<file path="config.mk">
export PLATFORM = sky130hd
export DESIGN_NAME = fetch_stage_flat
export DESIGN_NICKNAME = d
export VERILOG_FILES = /design/src/rtl/fetch_stage_pkg.sv /design/src/rtl/fetch_stage_if.sv /design/src/rtl/fetch_stage_pc_register.sv /design/src/rtl/fetch_stage.sv /design/src/flat_wrapper.sv
export SDC_FILE = /design/constraint.sdc
export NUM_CORES = 1
export LEC_CHECK = 0
export ABC_AREA = 1
export ABC_CLOCK_PERIOD_IN_PS = 1650
export CAP_MARGIN = 20
export CELL_PAD_IN_SITES_DETAIL_PLACEMENT = 1
export CELL_PAD_IN_SITES_GLOBAL_PLACEMENT = 1
export CORE_MARGIN = 3
export CORE_UTILIZATION = 28
export DETAILED_ROUTE_END_ITERATION = 7
export PLACE_DENSITY_LB_ADDON = 0.1
export SLEW_MARGIN = 25
export SYNTH_ARGS = -nofsm -noshare
export SYNTH_HDL_FRONTEND = slang
export SYNTH_SLANG_ARGS = --single-unit
</file>
<file path="constraint.sdc">
create_clock -name clock -period 1.65 [get_ports clock]
set_clock_uncertainty 0.1 [all_clocks]
set_input_delay 0.4125 -clock clock [delete_from_list [all_inputs] [get_ports clock]]
set_output_delay 0.4125 -clock clock [all_outputs]
set_load 0.02 [all_outputs]
</file>
<file path="src/rtl/fetch_stage_pkg.sv">
// Shared pipeline constants: NOP encoding, opcodes, default reset PC.
package fetch_stage_pkg;

  localparam int unsigned OPCODE_W = 6;
  localparam logic [31:0] NOP = '0;
  localparam logic [31:0] DEFAULT_RESET_PC = 32'h0000_0000;

  typedef enum logic [OPCODE_W-1:0] {
    OP_ADD  = 6'h00,
    OP_JUMP = 6'h02,
    OP_BEQ  = 6'h04,
    OP_BNE  = 6'h05,
    OP_ADDI = 6'h08,
    OP_LW   = 6'h23,
    OP_SW   = 6'h2B
  } opcode_e;

  // Pseudo-direct jump: upper nibble of PC+4 with the word-aligned 26-bit index.
  function automatic logic [31:0] jump_target(input logic [31:0] pc_plus4,
                                              input logic [31:0] instr);
    return {pc_plus4[31:28], instr[25:0], 2'b00};
  endfunction

endpackage

</file>
<file path="src/rtl/fetch_stage_if.sv">
// Fetch-stage bus: hazard/redirect controls, instruction memory port, IF/ID outputs.
interface fetch_stage_if;
  import fetch_stage_pkg::*;

  logic                stall;
  logic                branch_taken;
  logic [31:0]         branch_target;
  logic                jump;
  logic [31:0]         imem_address;
  logic [31:0]         imem_data;
  logic [31:0]         if_id_instruction;
  logic [31:0]         if_id_pc_plus4;
  logic                if_id_valid;
  logic [OPCODE_W-1:0] opcode;
  logic                flush_id_ex;

  modport master (
    input  stall, branch_taken, branch_target, jump, imem_data,
    output imem_address, if_id_instruction, if_id_pc_plus4, if_id_valid,
           opcode, flush_id_ex
  );

  modport slave (
    output stall, branch_taken, branch_target, jump, imem_data,
    input  imem_address, if_id_instruction, if_id_pc_plus4, if_id_valid,
           opcode, flush_id_ex
  );

endinterface

</file>
<file path="src/rtl/fetch_stage_pc_register.sv">
// Program counter: loads load_value when enabled, synchronous reset to RESET_PC.
module pc_register
  import fetch_stage_pkg::*;
#(
  parameter logic [31:0] RESET_PC = DEFAULT_RESET_PC
) (
  input  logic        clock,
  input  logic        reset,
  input  logic        enable,
  input  logic [31:0] load_value,
  output logic [31:0] pc
);

  logic [31:0] pc_d, pc_q;

  always_comb begin
    pc_d = pc_q;
    if (enable) pc_d = load_value;
  end

  always_ff @(posedge clock) begin
    if (reset) pc_q <= RESET_PC;
    else       pc_q <= pc_d;
  end

  assign pc = pc_q;

endmodule

</file>
<file path="src/rtl/fetch_stage.sv">
// Instruction fetch stage: PC selection (branch > jump > stall > sequential) and IF/ID register.
module fetch_stage
  import fetch_stage_pkg::*;
#(
  parameter logic [31:0] RESET_PC = DEFAULT_RESET_PC
) (
  input  logic clock,
  input  logic reset,
  fetch_stage_if.master fif
);

  logic [31:0] pc;
  logic [31:0] pc_plus4;
  logic [31:0] pc_load;
  logic        pc_enable;
  logic        jump_eff;

  logic [31:0] if_id_instruction_d, if_id_instruction_q;
  logic [31:0] if_id_pc_plus4_d, if_id_pc_plus4_q;
  logic        if_id_valid_d, if_id_valid_q;

  assign pc_plus4 = pc + 32'd4;
  // A jump decoded from a bubble is not a real jump.
  assign jump_eff = fif.jump & if_id_valid_q;

  always_comb begin
    pc_load   = pc_plus4;
    pc_enable = 1'b1;
    if (fif.branch_taken)   pc_load = fif.branch_target;
    else if (jump_eff)      pc_load = jump_target(if_id_pc_plus4_q, if_id_instruction_q);
    else if (fif.stall)     pc_enable = 1'b0;
  end

  pc_register #(.RESET_PC(RESET_PC)) u_pc (
    .clock      (clock),
    .reset      (reset),
    .enable     (pc_enable),
    .load_value (pc_load),
    .pc         (pc)
  );

  always_comb begin
    if_id_instruction_d = if_id_instruction_q;
    if_id_pc_plus4_d    = if_id_pc_plus4_q;
    if_id_valid_d       = if_id_valid_q;
    if (fif.branch_taken || jump_eff) begin
      if_id_instruction_d = NOP;
      if_id_pc_plus4_d    = '0;
      if_id_valid_d       = 1'b0;
    end else if (!fif.stall) begin
      if_id_instruction_d = fif.imem_data;
      if_id_pc_plus4_d    = pc_plus4;
      if_id_valid_d       = 1'b1;
    end
  end

  always_ff @(posedge clock) begin
    if (reset) begin
      if_id_instruction_q <= NOP;
      if_id_pc_plus4_q    <= '0;
      if_id_valid_q       <= 1'b0;
    end else begin
      if_id_instruction_q <= if_id_instruction_d;
      if_id_pc_plus4_q    <= if_id_pc_plus4_d;
      if_id_valid_q       <= if_id_valid_d;
    end
  end

  assign fif.imem_address      = pc;
  assign fif.if_id_instruction = if_id_instruction_q;
  assign fif.if_id_pc_plus4    = if_id_pc_plus4_q;
  assign fif.if_id_valid       = if_id_valid_q;
  assign fif.opcode            = if_id_instruction_q[31:26];
  assign fif.flush_id_ex       = fif.branch_taken;

endmodule

</file>
<file path="src/flat_wrapper.sv">
// flat-port wrapper written by rule: the top's interface ports become plain ports
module fetch_stage_flat import fetch_stage_pkg::*;
#(
  parameter logic [31:0] RESET_PC = DEFAULT_RESET_PC
)
  (clock, reset, fif_stall, fif_branch_taken, fif_branch_target, fif_jump, fif_imem_data, fif_imem_address, fif_if_id_instruction, fif_if_id_pc_plus4, fif_if_id_valid, fif_opcode, fif_flush_id_ex);
  fetch_stage_if fif_i ();
  input  logic clock;
  input  logic reset;
  input wire logic [$bits(fif_i.stall)-1:0] fif_stall;
  input wire logic [$bits(fif_i.branch_taken)-1:0] fif_branch_taken;
  input wire logic [$bits(fif_i.branch_target)-1:0] fif_branch_target;
  input wire logic [$bits(fif_i.jump)-1:0] fif_jump;
  input wire logic [$bits(fif_i.imem_data)-1:0] fif_imem_data;
  output wire logic [$bits(fif_i.imem_address)-1:0] fif_imem_address;
  output wire logic [$bits(fif_i.if_id_instruction)-1:0] fif_if_id_instruction;
  output wire logic [$bits(fif_i.if_id_pc_plus4)-1:0] fif_if_id_pc_plus4;
  output wire logic [$bits(fif_i.if_id_valid)-1:0] fif_if_id_valid;
  output wire logic [$bits(fif_i.opcode)-1:0] fif_opcode;
  output wire logic [$bits(fif_i.flush_id_ex)-1:0] fif_flush_id_ex;
  assign fif_i.stall = fif_stall;
  assign fif_i.branch_taken = fif_branch_taken;
  assign fif_i.branch_target = fif_branch_target;
  assign fif_i.jump = fif_jump;
  assign fif_i.imem_data = fif_imem_data;
  assign fif_imem_address = fif_i.imem_address;
  assign fif_if_id_instruction = fif_i.if_id_instruction;
  assign fif_if_id_pc_plus4 = fif_i.if_id_pc_plus4;
  assign fif_if_id_valid = fif_i.if_id_valid;
  assign fif_opcode = fif_i.opcode;
  assign fif_flush_id_ex = fif_i.flush_id_ex;
  fetch_stage #(.RESET_PC(RESET_PC)) u_core (.clock(clock), .reset(reset), .fif(fif_i));
endmodule
</file>
==> results.sh <==
export IMPL_layout_common_cells="219 x nand2_1, 87 x inv_1, 81 x buf_4"
export IMPL_slew_viol_final=0
export IMPL_reg2reg_slack_ns=-0.10
export IMPL_syn_num_nets=862
export IMPL_row_count=48
export IMPL_end_kind="flop"
export IMPL_crit_slowest_cell="dfxtp_4"
export IMPL_grt_pass1_vias=6115
export IMPL_p_leak_uw=0.00403
export IMPL_ir_drop_mv=0.561
export IMPL_grt_antenna_before_repair=0
export IMPL_p_switching_uw=1840
export IMPL_synth_seq_cells=97
export IMPL_rsz0062_at_grt="true"
export IMPL_dpl_cell_count=1221
export IMPL_portBuffers=172
export IMPL_wl_um=21500
export IMPL_crit_buf_inv=3
export IMPL_antenna_cells=0
export IMPL_yosysSeqAreaShare_pct=37.7
export IMPL_cp_depth=11
export IMPL_first_pass_iters=5
export IMPL_synth_avg_cell_area_um2=6.51
export IMPL_cts_made_buffers=9
export IMPL_grt_max_degree=47
export IMPL_final_common_cell="nand2_1"
export IMPL_hpwlAfterDp_um=16200
export IMPL_cts_root_buf="clkbuf_16"
export IMPL_p_seq_share_pct=42.4
export IMPL_violations="setup timing"
export IMPL_r2r_cells=11
export IMPL_setup_viol=19
export IMPL_timing_final_ws_setup_ns=-0.104
export IMPL_critPathMaxFanout=4
export IMPL_ys_flop_type="dfxtp_1"
export IMPL_area_growth_pct=62.7
export IMPL_grt_pass1_wl_um=33000
export IMPL_cpPeakStageDelay_ns=0.37
export IMPL_hold_ws_ns=0.383
export IMPL_path_cells="ha_4 -> nand3_4 -> inv_4 -> nand2_8 -> nor2_4 -> buf_4 -> buf_6 -> xnor2_4 -> nand2_2 -> nand3_2 -> a21oi_2"
export IMPL_fmax_mhz=570
export IMPL_crit_type="reg -> reg"
export IMPL_clock_tree_buffer_depth=2
export IMPL_swShare_pct=30.1
export IMPL_syn_area_mm2=0.00515
export IMPL_antenna_left=0
export IMPL_die_h_um=142
export IMPL_instances_no_fill=1251
export IMPL_hold_viol=0
export IMPL_arrival_ns=1.89
export IMPL_nets=1091
export IMPL_clkTransAtPathRegs_ns=0.07
export IMPL_worstPathRequired_ns=1.79
export IMPL_core_mm2=0.0177
export IMPL_powerDensity_mw_per_mm2=731
export IMPL_clk_insertion_delay_late_ns=0.35
export IMPL_cts_sinks=97
export IMPL_crit_family="simple AND/OR/NAND/NOR gates"
export IMPL_tritoncts="done"
export IMPL_grt_usage_pct=20.7
export IMPL_cp_start_kind="flop"
export IMPL_p_comb_share_pct=22.5
export IMPL_drive_gt1_share_pct=26.0
export IMPL_htree_levels=3
export IMPL_syn_inst=792
export IMPL_rr_endpoint="u_core.u_pc.pc[12]"
export IMPL_fin_crit_sh_pct=106
export IMPL_die_area_mm2=0.0201
export IMPL_fp_dieW_um=142
export IMPL_grt_ovfl_total=0
export IMPL_place_congestion=0.878
export IMPL_clkPwrFrac_pct=35.1
export IMPL_min_period_ns=1.75
export IMPL_start_util_pct=29.2
export IMPL_max_slew_margin_pct=72.9
export IMPL_viasPerCell=4.72
export IMPL_setup_worst_path_start="u_core.u_pc.pc[2]"
export IMPL_cp_endpoint="u_core.u_pc.pc[12]"
export IMPL_yosysWarnings=0
export IMPL_status="complete, but fails checks"
export IMPL_num_vias=5899
export IMPL_wl_per_cell_um=17.2
export IMPL_hp_class="reg -> reg"
export IMPL_cap_violations=0
export IMPL_synthArstFlopShare_pct=0
export IMPL_synth_edf_count=0
export IMPL_rr_startpoint="u_core.u_pc.pc[2]"
export IMPL_p_int_uw=4290
export IMPL_drt_iter0_markers=224
export IMPL_ios=173
export IMPL_yosysUniqueCellTypes=31
export IMPL_tightest_slew_ns=0.406
export IMPL_drc=0
[cell families (layout without fill, tap and decap cells)]
logic type                 Yosys count  in the layout  synth area share, %
AOI/OAI and AO/OA                  147            147                 15.5
adders and majority gates            1              1                0.243
DFF                                 97             97                 37.7
buffers and inverters              145            379                 11.8
xor gates and xnor gates            14             14                 2.38
and+or+nand+nor                    388            388                 32.4
[how the worst min path moves through the flow]
| stage | startpoint | to | slack, ns | cells after the start |
|---|---|---|---|---|
| after floorplan | u_core.u_pc.pc[0] | u_core.u_pc.pc[0] | 0.36 | 2 |
| after global placement | u_core.fif.if_id_instruction[31] | u_core.fif.if_id_instruction[31] | 0.37 | 2 |
| after detailed placement | u_core.fif.if_id_instruction[1] | u_core.fif.if_id_instruction[1] | 0.37 | 2 |
| after CTS | u_core.fif.if_id_instruction[1] | u_core.fif.if_id_instruction[1] | 0.38 | 2 |
| after global routing | u_core.fif.if_id_instruction[29] | u_core.fif.if_id_instruction[29] | 0.40 | 2 |
| final | u_core.fif.if_id_instruction[0] | u_core.fif.if_id_instruction[0] | 0.38 | 2 |
[power groups by stage]
stage	Clock, uW	Sequential (uW)	Combinational [uW]
5_1_grt	2320	2620	1510
2_1_floorplan	0	2750	483
3_3_place_gp	0	2630	1330
6_report	2150	2600	1380
4_1_cts	2220	2590	1320
3_5_place_dp	0	2640	1360
[worst min-delay path, delay by kind of cell, from the launching register on]
kind	cells	cell delay (ns)
AOI/OAI and AO/OA	1	0.05
and+or+nand+nor	1	0.06
DFF	1	0.32
[final cells by class]
type	instances	area, um2
sequential	97	2000
inverter	95	362
multi-input combinational	550	3000
clock inverter	4	53.8
clock buffer	12	236
fill	2234	9270
tap	225	282
timing repair buffer	268	2450
[per-stage QoR]
| step | util [%] | worst slack [ns] | instance area, um2 | TNS, ns | power, uW |
|---|---|---|---|---|---|
| CTS | 45.5 | -0.0486 | 8040 | -0.261 | 6140 |
| global route | 47.5 | -0.201 | 8390 | -3.41 | 6440 |
| detailed placement | 43.1 | -0.376 | 7610 | -24.03 | 4000 |
| global placement | 43.1 | -0.369 | 7610 | -20.40 | 3970 |
| floorplan | - | 0.00114 | 5160 | 0 | 3240 |
| finish | 47.5 | -0.104 | 8390 | -0.720 | 6130 |
[Yosys cell counts (2+ instances only)]
cell	instances	share of area [%]
inv_2	5	0.36
buf_4	11	1.6
a21oi_2	2	0.34
xnor2_1	11	1.9
nor2_2	3	0.36
nor2_1	78	5.7
nand2_1	240	17
a21oi_1	63	6.1
nand2_2	6	0.73
nand3_2	2	0.39
nor2_8	2	0.78
dfxtp_1	97	38
and2_1	10	1.2
buf_2	18	1.7
o21ai_1	7	0.68
o2111ai_1	8	1.4
or2_2	6	0.73
nand3_1	31	3.0
inv_1	90	6.6
nand3b_1	2	0.29
clkbuf_1	20	1.5
xor2_1	3	0.51
nand2_4	2	0.44
o21ai_0	54	5.2
a31oi_1	5	0.61
nor2_4	6	1.3
o211ai_1	6	0.87
[sequential cells by signal, summed over array words and instances, names as in the netlist]
signal / flops
u_core.fif.if_id_instruction: 32
u_core.fif.if_id_pc_plus4: 32
u_core.fif.if_id_valid: 1
u_core.u_pc.pc: 32
[per-layer routing]
metal	vias to the layer above	wire length [um]	track usage (%)
li1	2934	-	-
met1	2792	9530	27.3
met2	148	10300	34.3
met3	25	1190	3.84
met4	0	495	6.57
met5	-	0	0
[repair_timing]
item	CTS	global route
hold buffers	0	0
setup endpoints to repair	142	102
gates resized for setup	206	108
buffers inserted	7	7
pin swaps	15	35
Note: power is estimated with default switching activity, not from simulation.
